--- src/rtl/jk_seq_pkg.sv ---
// Shared types for JK flip-flop bank controllers.
// This package holds the controller states and the command mode encodings.
package jk_seq_pkg;

  typedef enum logic [1:0] {
    IDLE = 2'b00,
    RUN  = 2'b01,
    DONE = 2'b10,
    ERR  = 2'b11
  } state_e;

  localparam logic [1:0] MODE_HOLD = 2'b00;
  localparam logic [1:0] MODE_UP   = 2'b01;
  localparam logic [1:0] MODE_DOWN = 2'b10;
  localparam logic [1:0] MODE_LOAD = 2'b11;

endpackage

--- src/rtl/jk_excite.sv ---
// JK excitation for a bank of flip-flops, moving from state cur to state nxt.
// This block only sets or resets bits, so it never produces the toggle code j=k=1.
module jk_excite #(
  parameter int WIDTH = 4
) (
  input  logic [WIDTH-1:0] cur,
  input  logic [WIDTH-1:0] nxt,
  output logic [WIDTH-1:0] j,
  output logic [WIDTH-1:0] k
);

  assign j = ~cur & nxt;
  assign k = cur & ~nxt;

endmodule

--- src/rtl/jk_bank_sequencer.sv ---
// Steps an external JK flip-flop bank by one excitation per cycle (up, down, load, hold).
// It keeps a shadow of the bank and flags any cycle where the bank's q diverges from it.
module jk_bank_sequencer
  import jk_seq_pkg::*;
#(
  parameter int WIDTH = 4
) (
  input  logic             clock,
  input  logic             reset,
  input  logic             start,
  input  logic [1:0]       mode,
  input  logic [WIDTH-1:0] limit,
  input  logic             clear_err,
  input  logic [WIDTH-1:0] q,
  output logic [WIDTH-1:0] j,
  output logic [WIDTH-1:0] k,
  output logic             busy,
  output logic             done,
  output logic             err,
  output logic [WIDTH:0]   steps
);

  state_e           state, state_nxt;
  logic [WIDTH-1:0] shadow, next_val, limit_q;
  logic [1:0]       mode_q;
  logic             step_en;
  logic [WIDTH-1:0] ex_j, ex_k;

  jk_excite #(.WIDTH(WIDTH)) u_excite (
    .cur (shadow),
    .nxt (next_val),
    .j   (ex_j),
    .k   (ex_k)
  );

  always_comb begin
    next_val = shadow;
    unique case (mode_q)
      MODE_UP:   next_val = shadow + WIDTH'(1);
      MODE_DOWN: next_val = shadow - WIDTH'(1);
      MODE_LOAD: next_val = limit_q;
      default:   next_val = shadow;
    endcase
  end

  // NOTE: every combinational output gets a default first, so no path can infer a latch.
  always_comb begin
    state_nxt = state;
    step_en   = 1'b0;
    unique case (state)
      IDLE: if (start) state_nxt = RUN;
      RUN: begin
        if (q != shadow)                                  state_nxt = ERR;
        else if (mode_q == MODE_HOLD || shadow == limit_q) state_nxt = DONE;
        else                                              step_en   = 1'b1;
      end
      DONE: state_nxt = (q != shadow) ? ERR : IDLE;
      ERR:  if (clear_err) state_nxt = IDLE;
      default: state_nxt = IDLE;
    endcase
  end

  // NOTE: state registers use non-blocking assignments so every flop samples pre-edge values.
  always_ff @(posedge clock or negedge reset) begin
    if (!reset) begin
      state   <= IDLE;
      shadow  <= '0;
      mode_q  <= MODE_HOLD;
      limit_q <= '0;
      steps   <= '0;
    end else begin
      state <= state_nxt;
      if (state == IDLE && start) begin
        // Resynchronise from the bank itself: after an aborted command it may hold any value.
        shadow  <= q;
        mode_q  <= mode;
        limit_q <= limit;
        steps   <= '0;
      end else if (step_en) begin
        shadow <= next_val;
        steps  <= steps + (WIDTH+1)'(1);
      end
    end
  end

  assign j    = step_en ? ex_j : '0;
  assign k    = step_en ? ex_k : '0;
  assign busy = (state == RUN);
  assign done = (state == DONE);
  assign err  = (state == ERR);

endmodule
--- config.mk ---
export PLATFORM = sky130hd
export DESIGN_NAME = jk_bank_sequencer
export DESIGN_NICKNAME = d
export VERILOG_FILES = /design/src/rtl/jk_seq_pkg.sv /design/src/rtl/jk_excite.sv /design/src/rtl/jk_bank_sequencer.sv
export SDC_FILE = /design/constraint.sdc
export NUM_CORES = 1
export LEC_CHECK = 0
export BUFFER_PORTS_ARGS = -buffer_cell sky130_fd_sc_hd__buf_2
export CAP_MARGIN = 20
export CORE_MARGIN = 1.5
export CORE_UTILIZATION = 49
export DETAILED_ROUTE_END_ITERATION = 10
export PLACE_DENSITY_LB_ADDON = 0.1
export SETUP_SLACK_MARGIN = 0.4
export SLEW_MARGIN = 20
export SYNTH_ARGS = -nofsm -noshare
export SYNTH_HDL_FRONTEND = slang
export SYNTH_HIERARCHICAL = 1
export SYNTH_SLANG_ARGS = --single-unit
--- constraint.sdc ---
create_clock -name clock -period 4.2 [get_ports clock]
set_input_delay 0.84 -clock clock [delete_from_list [all_inputs] [get_ports clock]]
set_output_delay 0.84 -clock clock [all_outputs]
set_load 0.05 [all_outputs]
==> impl_results.md <==
- R2r endpoint: steps[3]
- Finished Cell Area: 1419 um^2
- Final hold vios: 0
- Root buf cell: clkbuf_4
- Clock latency on the worst-skew pair: 0.29 ns
- Post-Syn Instances: 125
- Crit end category: primary output
- Num rows: 17
- Detail Route Antenna Nets: 0
- Hold Crit Class: input pin to asynchronous set/reset pin
- CTS Buf Count: 3
- Setup TNS: 0 ns
- Initial antenna violation count: 0
- Yosys warns: 6
- DIE AREA: 2825 um^2
- Area Growth Syn to Fin: 15.13%
- Iter 0 DRT Violations: 4
- PostCTS Resize Cnt: 0
- First-pass DRT Iterations: 4
- Slew Viols, Final: 0
- WL/cell: 13.13 um
- Largest net degree at the start of global routing: 23
- # IOs: 30
- Hold-fix buffers at CTS: 0
- Routed WL: 2390 um
- Worst Reg2Reg Path Length in Cells: 6
- Gp weighted congestion: 0.7013
- CP cell instances: inv_1 -> ha_1 -> ha_1 -> a21oi_1 -> a21oi_1 -> nor4_1 -> nand3b_1 -> and2b_2 -> and2_1 -> buf_2
- Max clock buf depth: 2
- EDFF count, synth: 0
- WP data required: 3.36 ns
- Syn Std Cell Area: 1232 um^2
- Layout Nets: 176
- # DRC: 0
- Kind of critical path: register to primary output
- Number of port buffers: 29
- Share of cells above drive strength 1: 35.71%
- Max_cap viols: 0
- Total Routing Usage GR: 19.69%
- Setup crit start kind: register
- Syn Area/Cell: 9.859 um^2
- Pwr dens: 706.3 nW/um^2
- Starting Density: 53.65%
- Flops & latches, synth: 17
- Vias: 963
- Fmax: 0.2912 GHz
- Ys async rst share: 100.0%
- Fill count: 217
- Setup slack, reg-to-reg: 2.00 ns
- Leakage Power: 0.7161 nW
- Final critical-path share of the clock period: 81.77%
- Clk_skew: 0.007245 ns
- Max incr delay on CP: 0.39 ns
- H-tree level count: 1
- Die Ht: 53.15 um
- Cell Area, Placed: 1391 um^2
- Synth Flop Type: dfrtp_1
- Relative slew slack: 60.34%
- TritonCTS clock tree: built
- Post-DP HPWL: 1829 um
- Reg clk slew, reported paths: 0.10 ns
- Setup violations, final: 0
- Remaining global-route overflow: 0
- Vias per inst: 5.291
- Syn_nets: 146
- Final Critical Period: 3.435 ns
- CP max-delay cell: dfrtp_1
- Wire length of the first global-routing pass: 3967 um
- Worst VDD drop: 0.0005011 V
- FF-to-FF Start: shadow[1]
- Outcome: finished clean
- Synth unique cells: 37
- Max FO, Critical Path: 4
- RSZ-0062 raised after global routing: false
- Die Wd: 53.15 um
- Total core area: 2297 um^2
- Worst path top cell family by delay: simple AND/OR/NAND/NOR gates
- Post-CTS Setup Bufs: 0
- Least-Margin Pin Slew: 0.5905 ns
- Vias in the first global route: 876
- Crit path buf inv count: 2
- Critical path data arrival time: 2.59 ns
- ANT cells: 0
- Register area share after synthesis: 34.52%
- Clk sinks: 17
==> worst max-delay path by stage <==
stage	from	endpoint	depth (start not counted)
global route	mode_q[0]	k[3]	10
detailed placement	q[2]	k[2]	7
finish	mode_q[0]	k[3]	10
CTS	mode_q[0]	k[3]	10
floorplan	mode_q[0]	k[3]	9
global placement	q[2]	k[2]	7
==> where the power goes <==
group,leakage [nW],internal [mW],switching (mW)
combinational,0.485,0.269,0.328
clock,0.0177,0.0355,0.0529
sequential,0.214,0.225,0.0920
==> metrics by stage <==
stage	worst slack (ns)	cells	hold slack [ns]	util, %	total power, mW
after CTS	0.7454	182	0.4585	61.76	1.013
final	0.7655	182	0.4458	61.76	1.002
after detailed placement	0.9158	178	0.5406	60.57	0.9205
after global routing	0.5212	182	0.4700	61.76	1.104
after global placement	0.9696	178	0.5117	60.57	0.8994
after floorplan	1.239	125	0.5237	-	0.8023
==> state kept, by name, indices dropped and copies added (netlist names) <==
name,flops
steps,5
mode_q,2
shadow,4
limit_q,4
state,2
==> placed cells by master (no fill, tap or decap) <==
cell type	Yosys	routed
buf_2	0	29
dfrtp_1	17	17
and2_1	10	10
and2b_2	8	8
nand2_1	7	7
inv_1	6	6
o21ai_0	6	6
mux2_2	6	6
ha_1	6	6
a21oi_1	5	5
xor2_1	5	5
xnor2_1	5	5
nand2b_1	4	4
nor2_1	4	4
nor2b_1	3	3
a22oi_1	3	3
clkbuf_4	0	3
o211ai_1	2	2
a221oi_1	2	2
nand4_1	2	2
mux2i_1	2	2
o31ai_1	2	2
buf_4	1	2
nand3_1	1	1
and3_1	1	1
nor4_1	1	1
nand3b_1	1	1
nor4_2	1	1
nand4_2	1	1
nor4_4	1	1
nor3b_2	0	1
nor2_2	1	1
a221o_1	1	1
a22o_1	1	1
a21o_1	1	1
or2_2	1	1
fa_1	1	1
clkinv_2	0	1
==> kinds of logic after synthesis <==
| kind of cell | after synthesis | share of synthesized area [%] |
|---|---|---|
| compound gates | 23 | 12.28 |
| xor+xnor | 10 | 7.106 |
| fa+ha+maj | 7 | 7.716 |
| buf+inv | 12 | 5.178 |
| flops | 17 | 34.52 |
| mux | 8 | 7.106 |
| simple gates | 48 | 26.09 |
==> synth_stat cells (all sizes together), types with 2 or more instances <==
cell type	number	share of area, %
and2	10	5.1
nor4	3	3.2
a221oi	2	1.4
mux2i	2	1.6
xor2	5	3.6
o21ai	6	2.4
inv	6	1.8
nand2	7	2.1
clkbuf	3	0.91
o211ai	2	1.2
a21oi	5	2.0
buf	3	2.4
nand4	3	2.0
nand2b	4	2.0
ha	6	6.1
nor2	5	1.7
dfrtp	17	35
a22oi	3	1.8
and2b	8	5.7
o31ai	2	1.2
xnor2	5	3.6
mux2	6	5.5
nor2b	3	1.5
==> routing by layer <==
metal  wire length, um  vias to the layer above  track usage [%]
met5                 0                        -                0
met4                13                        0            2.564
met3               111                        2            6.215
met2              1150                       23            32.71
met1              1114                      447            25.67
li1                  -                      491                -
==> layout make-up <==
type / instances / area, um^2 / area share [%]
multi-input combinational: 96 / 748.2 / 52.73
sequential: 17 / 425.4 / 29.98
timing repair buffer: 31 / 160.2 / 11.29
tap: 28 / 35.03 / 2.469
clock buffer: 3 / 22.52 / 1.587
inverter: 6 / 22.52 / 1.587
clock inverter: 1 / 5.005 / 0.3527
==> worst reg2reg max path, delay by kind of cell (launching register included) <==
family	cells	cell delay, ns
AND/OR/NAND/NOR	3	0.76
flip-flops	1	0.50
buffers and inverters	1	0.28
multiplexers	1	0.28
XOR/XNOR	1	0.25
Power figures use the tool's default switching activity.
